$ cat src/rtl/pp_pkg.sv
// Shared types and defaults for the partial-product row generator.
// Holds the FSM state encoding and the default operand width.
package pp_pkg;

  localparam int PP_WIDTH = 32;

  typedef enum logic {
    IDLE = 1'b0,
    EMIT = 1'b1
  } pp_state_t;

endpackage

$ cat src/rtl/pp_next_one.sv
// Lowest set bit of vec above (or at, when incl) index from.
// none is set when no qualifying bit exists; pos is then 0.
module pp_next_one
  import pp_pkg::*;
#(
  parameter  int WIDTH = PP_WIDTH,
  localparam int IDXW  = $clog2(WIDTH)
) (
  input  logic [WIDTH-1:0] vec,
  input  logic [IDXW-1:0]  from,
  input  logic             incl,
  output logic [IDXW-1:0]  pos,
  output logic             none
);

  // Scan downward so the lowest qualifying bit wins.
  always_comb begin
    pos  = '0;
    none = 1'b1;
    for (int i = WIDTH - 1; i >= 0; i--) begin
      if (vec[i] && (i > int'(from) ||
          (incl && i == int'(from)))) begin
        pos  = IDXW'(i);
        none = 1'b0;
      end
    end
  end

endmodule

$ cat src/rtl/pp_row_gen.sv
// Serial partial-product row generator: one A & b[idx] row per beat.
// Define PP_ZERO_SKIP_EN to emit rows only for set multiplier bits.
module pp_row_gen
  import pp_pkg::*;
#(
  parameter  int WIDTH = PP_WIDTH,
  localparam int IDXW  = $clog2(WIDTH)
) (
  input  logic             clk,
  input  logic             rst_n,
  input  logic             in_valid,
  output logic             in_ready,
  input  logic [WIDTH-1:0] in_a,
  input  logic [WIDTH-1:0] in_b,
  output logic             out_valid,
  input  logic             out_ready,
  output logic [WIDTH-1:0] out_pp,
  output logic [IDXW-1:0]  out_idx,
  output logic             out_last
);

  pp_state_t        state;
  logic [WIDTH-1:0] a_reg;
  logic [WIDTH-1:0] b_reg;
  logic [WIDTH-1:0] pp_q;
  logic [IDXW-1:0]  idx_q;
  logic             last_q;

  logic [WIDTH-1:0] src_a;
  logic [WIDTH-1:0] src_b;
  logic [WIDTH-1:0] nxt_pp;
  logic [IDXW-1:0]  nxt_idx;
  logic             nxt_last;

  assign in_ready  = (state == IDLE);
  assign out_valid = (state == EMIT);
  assign out_pp    = pp_q;
  assign out_idx   = idx_q;
  assign out_last  = last_q;

  // In IDLE the next row is computed from the offered operands.
  assign src_a  = in_ready ? in_a : a_reg;
  assign src_b  = in_ready ? in_b : b_reg;
  assign nxt_pp = src_a & {WIDTH{src_b[nxt_idx]}};

`ifdef PP_ZERO_SKIP_EN
  logic [IDXW-1:0] p_first;
  logic [IDXW-1:0] p_after;
  logic            n_first;
  logic            n_after;

  pp_next_one #(.WIDTH(WIDTH)) u_next (
    .vec  (src_b),
    .from (in_ready ? '0 : idx_q),
    .incl (in_ready),
    .pos  (p_first),
    .none (n_first)
  );

  // Second finder tells whether the chosen row is the final one.
  pp_next_one #(.WIDTH(WIDTH)) u_after (
    .vec  (src_b),
    .from (p_first),
    .incl (1'b0),
    .pos  (p_after),
    .none (n_after)
  );

  assign nxt_idx  = p_first;
  assign nxt_last = n_first | n_after;
`else
  localparam logic [IDXW-1:0] LAST_IDX = IDXW'(WIDTH - 1);

  assign nxt_idx  = in_ready ? '0 : idx_q + IDXW'(1);
  assign nxt_last = (nxt_idx == LAST_IDX);
`endif

  always_ff @(posedge clk or negedge rst_n) begin
    if (!rst_n) begin
      state  <= IDLE;
      a_reg  <= '0;
      b_reg  <= '0;
      pp_q   <= '0;
      idx_q  <= '0;
      last_q <= 1'b0;
    end else begin
      case (state)
        IDLE: begin
          if (in_valid) begin
            a_reg  <= in_a;
            b_reg  <= in_b;
            pp_q   <= nxt_pp;
            idx_q  <= nxt_idx;
            last_q <= nxt_last;
            state  <= EMIT;
          end
        end
        EMIT: begin
          if (out_ready) begin
            if (last_q) begin
              state <= IDLE;
            end else begin
              pp_q   <= nxt_pp;
              idx_q  <= nxt_idx;
              last_q <= nxt_last;
            end
          end
        end
        default: state <= IDLE;
      endcase
    end
  end

endmodule

$ cat config.mk
export PLATFORM = sky130hd
export DESIGN_NAME = pp_row_gen
export DESIGN_NICKNAME = d
export VERILOG_FILES = /design/src/rtl/pp_pkg.sv /design/src/rtl/pp_next_one.sv /design/src/rtl/pp_row_gen.sv
export SDC_FILE = /design/constraint.sdc
export NUM_CORES = 1
export LEC_CHECK = 0
export BUFFER_PORTS_ARGS = -buffer_cell sky130_fd_sc_hd__buf_2
export CORE_ASPECT_RATIO = 0.9
export CORE_MARGIN = 1.5
export CORE_UTILIZATION = 32
export DETAILED_ROUTE_END_ITERATION = 8
export SLEW_MARGIN = 30
export SYNTH_ARGS = -nofsm -noshare
export SYNTH_HDL_FRONTEND = slang
export SYNTH_SLANG_ARGS = --single-unit
$ cat constraint.sdc
create_clock -name clk -period 5.6 [get_ports clk]
set_clock_uncertainty 0.1 [all_clocks]
set_input_delay 0.28 -clock clk [delete_from_list [all_inputs] [get_ports clk]]
set_output_delay 0.28 -clock clk [all_outputs]
set_load 0.02 [all_outputs]
# After elaboration in Yosys (flattened, before gate mapping)
# Cells that the tools add are included.
[totals] register_bits=103 input_bits=68 output_inout_bits=40 wordCells=38
[classes] addsub=1 order_cmp=1 n_eq_ne=4 muxes=21 bitwise=2 n_reduce_logical=3
[ops] operator="$mux W32" count=5
[ops] operator="$pmux W32 S2" count=1
[ops] operator="$and A32 B32 Y32" count=1
[ops] operator="$mux W5" count=4
[ops] operator="$pmux W5 S2" count=1
[ops] operator="$mux W1" count=7
[ops] operator="$lt A5 B6 Y1 const B" count=1
[ops] operator="$ne A2 B2 Y1 const B" count=3
[ops] operator="$add A5 B1 Y5 const B" count=1
[ops] operator="$bmux W1 S5" count=1
[ops] operator="$eq A5 B5 Y1 const B" count=1
[ops] operator="$pmux W1 S2" count=2
[ops] operator="$reduce_and A2 Y1" count=2
[ops] operator="$reduce_and A3 Y1" count=1
[ops] operator="$not A1 Y1" count=1

# Logic depth before layout (Yosys ltp)
[depth] ltp_word=8 mapped_depth=9 ltp_nobuf=7

# Worst setup path before layout
# Ideal clock, no wire load.
[synth_path] kind="reg-to-reg" from="register idx_q[0] (netlist: out_idx[0])" to="register pp_q[10] (netlist: out_pp[10])" arrival_ps=2249 slack_ps=3132 stages_incl_launch_ff=9 path_cell_list="dfrtp_1 -> ha_1 -> buf_6 -> mux4_1 -> mux2i_1 -> o22ai_1 -> o21bai_4 -> buf_6 -> o21ai_2"
[synth_between] elab_chain_len=8 elab_cells_between_ends=9
[synth_rtl] element="start: declaration" line_no="pp_row_gen.sv:26" text="logic [IDXW-1:0] idx_q;"
[synth_rtl] element="start signal: assignment" line_no="pp_row_gen.sv:93" text="idx_q <= nxt_idx;"
[synth_rtl] element="start signal: assignment" line_no="pp_row_gen.sv:104" text="idx_q <= nxt_idx;"
[synth_rtl] element="$add A5 B1 Y5 *" line_no="pp_row_gen.sv:74" text="assign nxt_idx = in_ready ? '0 : idx_q + IDXW'(1);"
[synth_rtl] element="$mux W5 *" line_no="pp_row_gen.sv:74"
[synth_rtl] element="$bmux W1 S5 *" line_no="pp_row_gen.sv:44" text="assign nxt_pp = src_a & {WIDTH{src_b[nxt_idx]}};"
[synth_rtl] element="$mux W1 (implied by the code) *" line_no="pp_row_gen.sv:44"
[synth_rtl] element="$and A32 B32 Y32 *" line_no="pp_row_gen.sv:44"
[synth_rtl] element="$mux W32" line_no="pp_row_gen.sv:100" text="if (last_q) begin"
[synth_rtl] element="$mux W32" line_no="pp_row_gen.sv:99" text="if (out_ready) begin"
[synth_rtl] element="$pmux W32 S2 *" line_no="pp_row_gen.sv:87" text="case (state)"
[synth_rtl] element="end signal: assignment" line_no="pp_row_gen.sv:92" text="pp_q <= nxt_pp;"
[synth_rtl] element="end signal: assignment" line_no="pp_row_gen.sv:103" text="pp_q <= nxt_pp;"
[synth_rtl] element="end: declaration" line_no="pp_row_gen.sv:25" text="logic [WIDTH-1:0] pp_q;"
# Mark *: on every way between the ends. The rest lies on a longest branch, timed or not. The select of a mux whose other input is x is not followed.
# A chain may end at the register's enable or synchronous reset.

# Worst setup path in the final report
[layout_path] from="register idx_q[0] (netlist: out_idx[0])" to="register pp_q[13] (netlist: out_pp[13])"
# Same word-level chain as after synthesis.

==> flow_summary.ini <==
[route]
drt-initial-drc-count = 102
drt_pass1_iterations = 4
vias_per_cell = 4.74
wirelength_mm = 9.90
vias = 3047
ant_nets = 0
wl_per_cell_microns = 15.4
drc_errors = 0

[grt]
grt_max_degree = 66
antenna_found_initial = 0
grt_pass1_vias = 3156
grt_util_all_layers_pct = 13.8
grt_first_pass_wirelength_mm = 15.8
grt-ovfl-total = 0

[clock_network]
tritoncts = yes
cts-buffers-inserted = 9
cts.sinks = 103
htree_num_levels = 3
postCtsSetupBuffers = 0
cts.clk_slew.worst_paths_ns = 0.07
clk_path_buf_depth = 2
clk_latency_ns = 0.34
cts_root_buf = clkbuf_16

[setup_path]
r2r_cells = 8
critPathCaptureType = flip-flop
startpoint_type = flip-flop
required_ns = 5.72
critPathMaxFanout = 17
cp.arrival_ns = 3.61
worst-setup-path-type = flip-flop to flip-flop

[synthesis]
synth_top_area_cell = dfrtp_1
yosys-mux-area-fraction_pct = 27.1
synth-compound-area-share_pct = 8.00
synth-seq-cells = 103
yosys_warnings = 0
yosysSeqAreaShare_pct = 55.5
synth_top_family_by_area = multiplexers
synth-edff-count = 0
synthAdderAreaFrac_pct = 0.269
synth_xor_area_share_pct = 0.754
synth_ff_type = dfrtp_1
synthCells = 345
synth_cell_type_count = 35
syn_nets = 414
synth-simple-area-share_pct = 4.88
syn_area_per_cell_sq_um = 13.5
netlist_area_sq_mm = 0.00464
synthArstFlopShare_pct = 100
synth_top_area_share_pct = 55.5
synthTopCellsByArea = dfrtp_1 (55%), mux2_2 (16%), mux2i_1 (8.8%)

[die]
die_w_microns = 130
initial_core_util_pct = 32.9
core_area_sq_mm = 0.0141
dieArea_sq_mm = 0.0152
num_io_pins = 108
die_h_microns = 117
row_count = 41

[final_layout]
syn2layout_area_growth_pct = 21.6
final_cell_mix = buf_2 (106), dfrtp_1 (102), mux2_2 (64)
drive_gt1_share_pct = 48.4
nNetsFinal = 515
n_antenna_cell = 0
multiInputGateArea_sq_mm = 0.00192
regArea_sq_mm = 0.00258
instances_no_fill = 643
fill_cells = 1370
mostFrequentLayoutCell = buf_2
final_area_sq_mm = 0.00565

[timing]
tns_ns = 0
setup_viol = 0
finalCriticalPeriod_ns = 3.49
hold_violations = 0
fmax_ghz = 0.287
maxSlewViolCount = 0
slew_headroom_pct = 41.4
worst_pin_slew_ns = 0.879
rsz0062_at_grt = false
timing.final.crit_share_pct = 62.2

[placed_design]
hpwl_mm = 6.73
dp_cells = 627
place.gp.congestion = 0.814
numPortBuffers = 107
placed_cell_area_sq_mm = 0.00533

[outcome]
run_status = finished clean

[min_path]
worstHoldPathCells = 2
min_path_type = input pin to flip-flop

[pwr]
ir_worst_vdd_mv = 0.210
leakage_uw = 0.00291
cellPowerDensity_mw_per_mm2 = 549
total_power_uw = 3100

[job]
drv_cap = 0
-- cell families after synthesis --
logic type	after synthesis
adder cells (fa/ha/maj)	1
XOR/XNOR	4
AO/OA/AOI/OAI	48
buffers and inverters	25
AND/OR/NAND/NOR	54
multiplexers	110
flip-flops	103
-- layout make-up --
cell class / instances / area share (%)
Sequential cell: 103 / 45.7
Multi-Input combinational cell: 217 / 34.0
Timing Repair Buffer: 112 / 10.6
Clock buffer: 12 / 4.54
Tap cell: 193 / 4.28
Clock inverter: 3 / 0.753
Inverter: 3 / 0.199
-- power by group --
group | switching [uW] | total, uW | internal [uW]
sequential | 170 | 1210 | 1040
combinational | 649 | 1260 | 611
clock | 262 | 630 | 368
total | 1080 | 3100 | 2020
-- worst max-delay path, cell delays in order, from the launching register on --
cell and delay, ns:
dfrtp_1 0.56, ha_1 0.75, mux4_2 0.58, and3_1 0.21, a31oi_2 0.16, o22ai_2 0.12, o21bai_4 0.53, buf_16 0.24
o21ai_0 0.10
-- through the flow --
stage / hold slack [ns] / utilization [%] / setup WS [ns]
after floorplan: -0.116 / - / 3.13
after global placement: 0.218 / 37.6 / 1.94
after detailed placement: 0.223 / 37.8 / 2.10
after CTS: 0.0490 / 40.0 / 2.08
after global routing: 0.0420 / 40.0 / 1.91
final: 0.0632 / 40.0 / 2.11
-- metal layers --
metal | track usage [%] | part of all wire, % | vias up
met5 | 0 | 0 | -
met4 | 6.00 | 2.2 | 0
met2 | 22.4 | 47 | 78
li1 | - | - | 1427
met1 | 17.3 | 46 | 1528
met3 | 3.59 | 4.6 | 14
-- synth_stat cells (2+ instances only) --
| master | number |
|---|---|
| o21ai_0 | 14 |
| o221ai_1 | 2 |
| clkbuf_8 | 2 |
| o21ai_2 | 20 |
| dfrtp_1 | 103 |
| buf_6 | 4 |
| xor2_1 | 3 |
| buf_2 | 6 |
| mux4_1 | 4 |
| nand2_1 | 41 |
| mux2i_1 | 41 |
| inv_1 | 2 |
| clkbuf_1 | 9 |
| mux2_2 | 64 |
| a31oi_1 | 2 |
| nand2b_1 | 3 |
| nor2_1 | 2 |
| nand3_1 | 4 |
| o31ai_1 | 3 |
-- repair_timing --
item / CTS / global route
hold endpoints to repair: 46 / 0
gates resized for setup: 0 / 0
hold buffers: 1 / 0
-- final timing paths --
check | startpoint | endpoint | slack [ns]
min | in_b[20] | b_reg[20] | 0.06
max | out_idx[0] | out_pp[13] | 2.11
max reg2reg | out_idx[0] | out_pp[13] | 2.11
min reg2reg | out_pp[26] | out_pp[26] | 0.38
min in group asynchronous | rst_n | b_reg[7] | 0.38
max in group asynchronous | rst_n | out_valid | 3.82
Power figures use the tool's default switching activity.
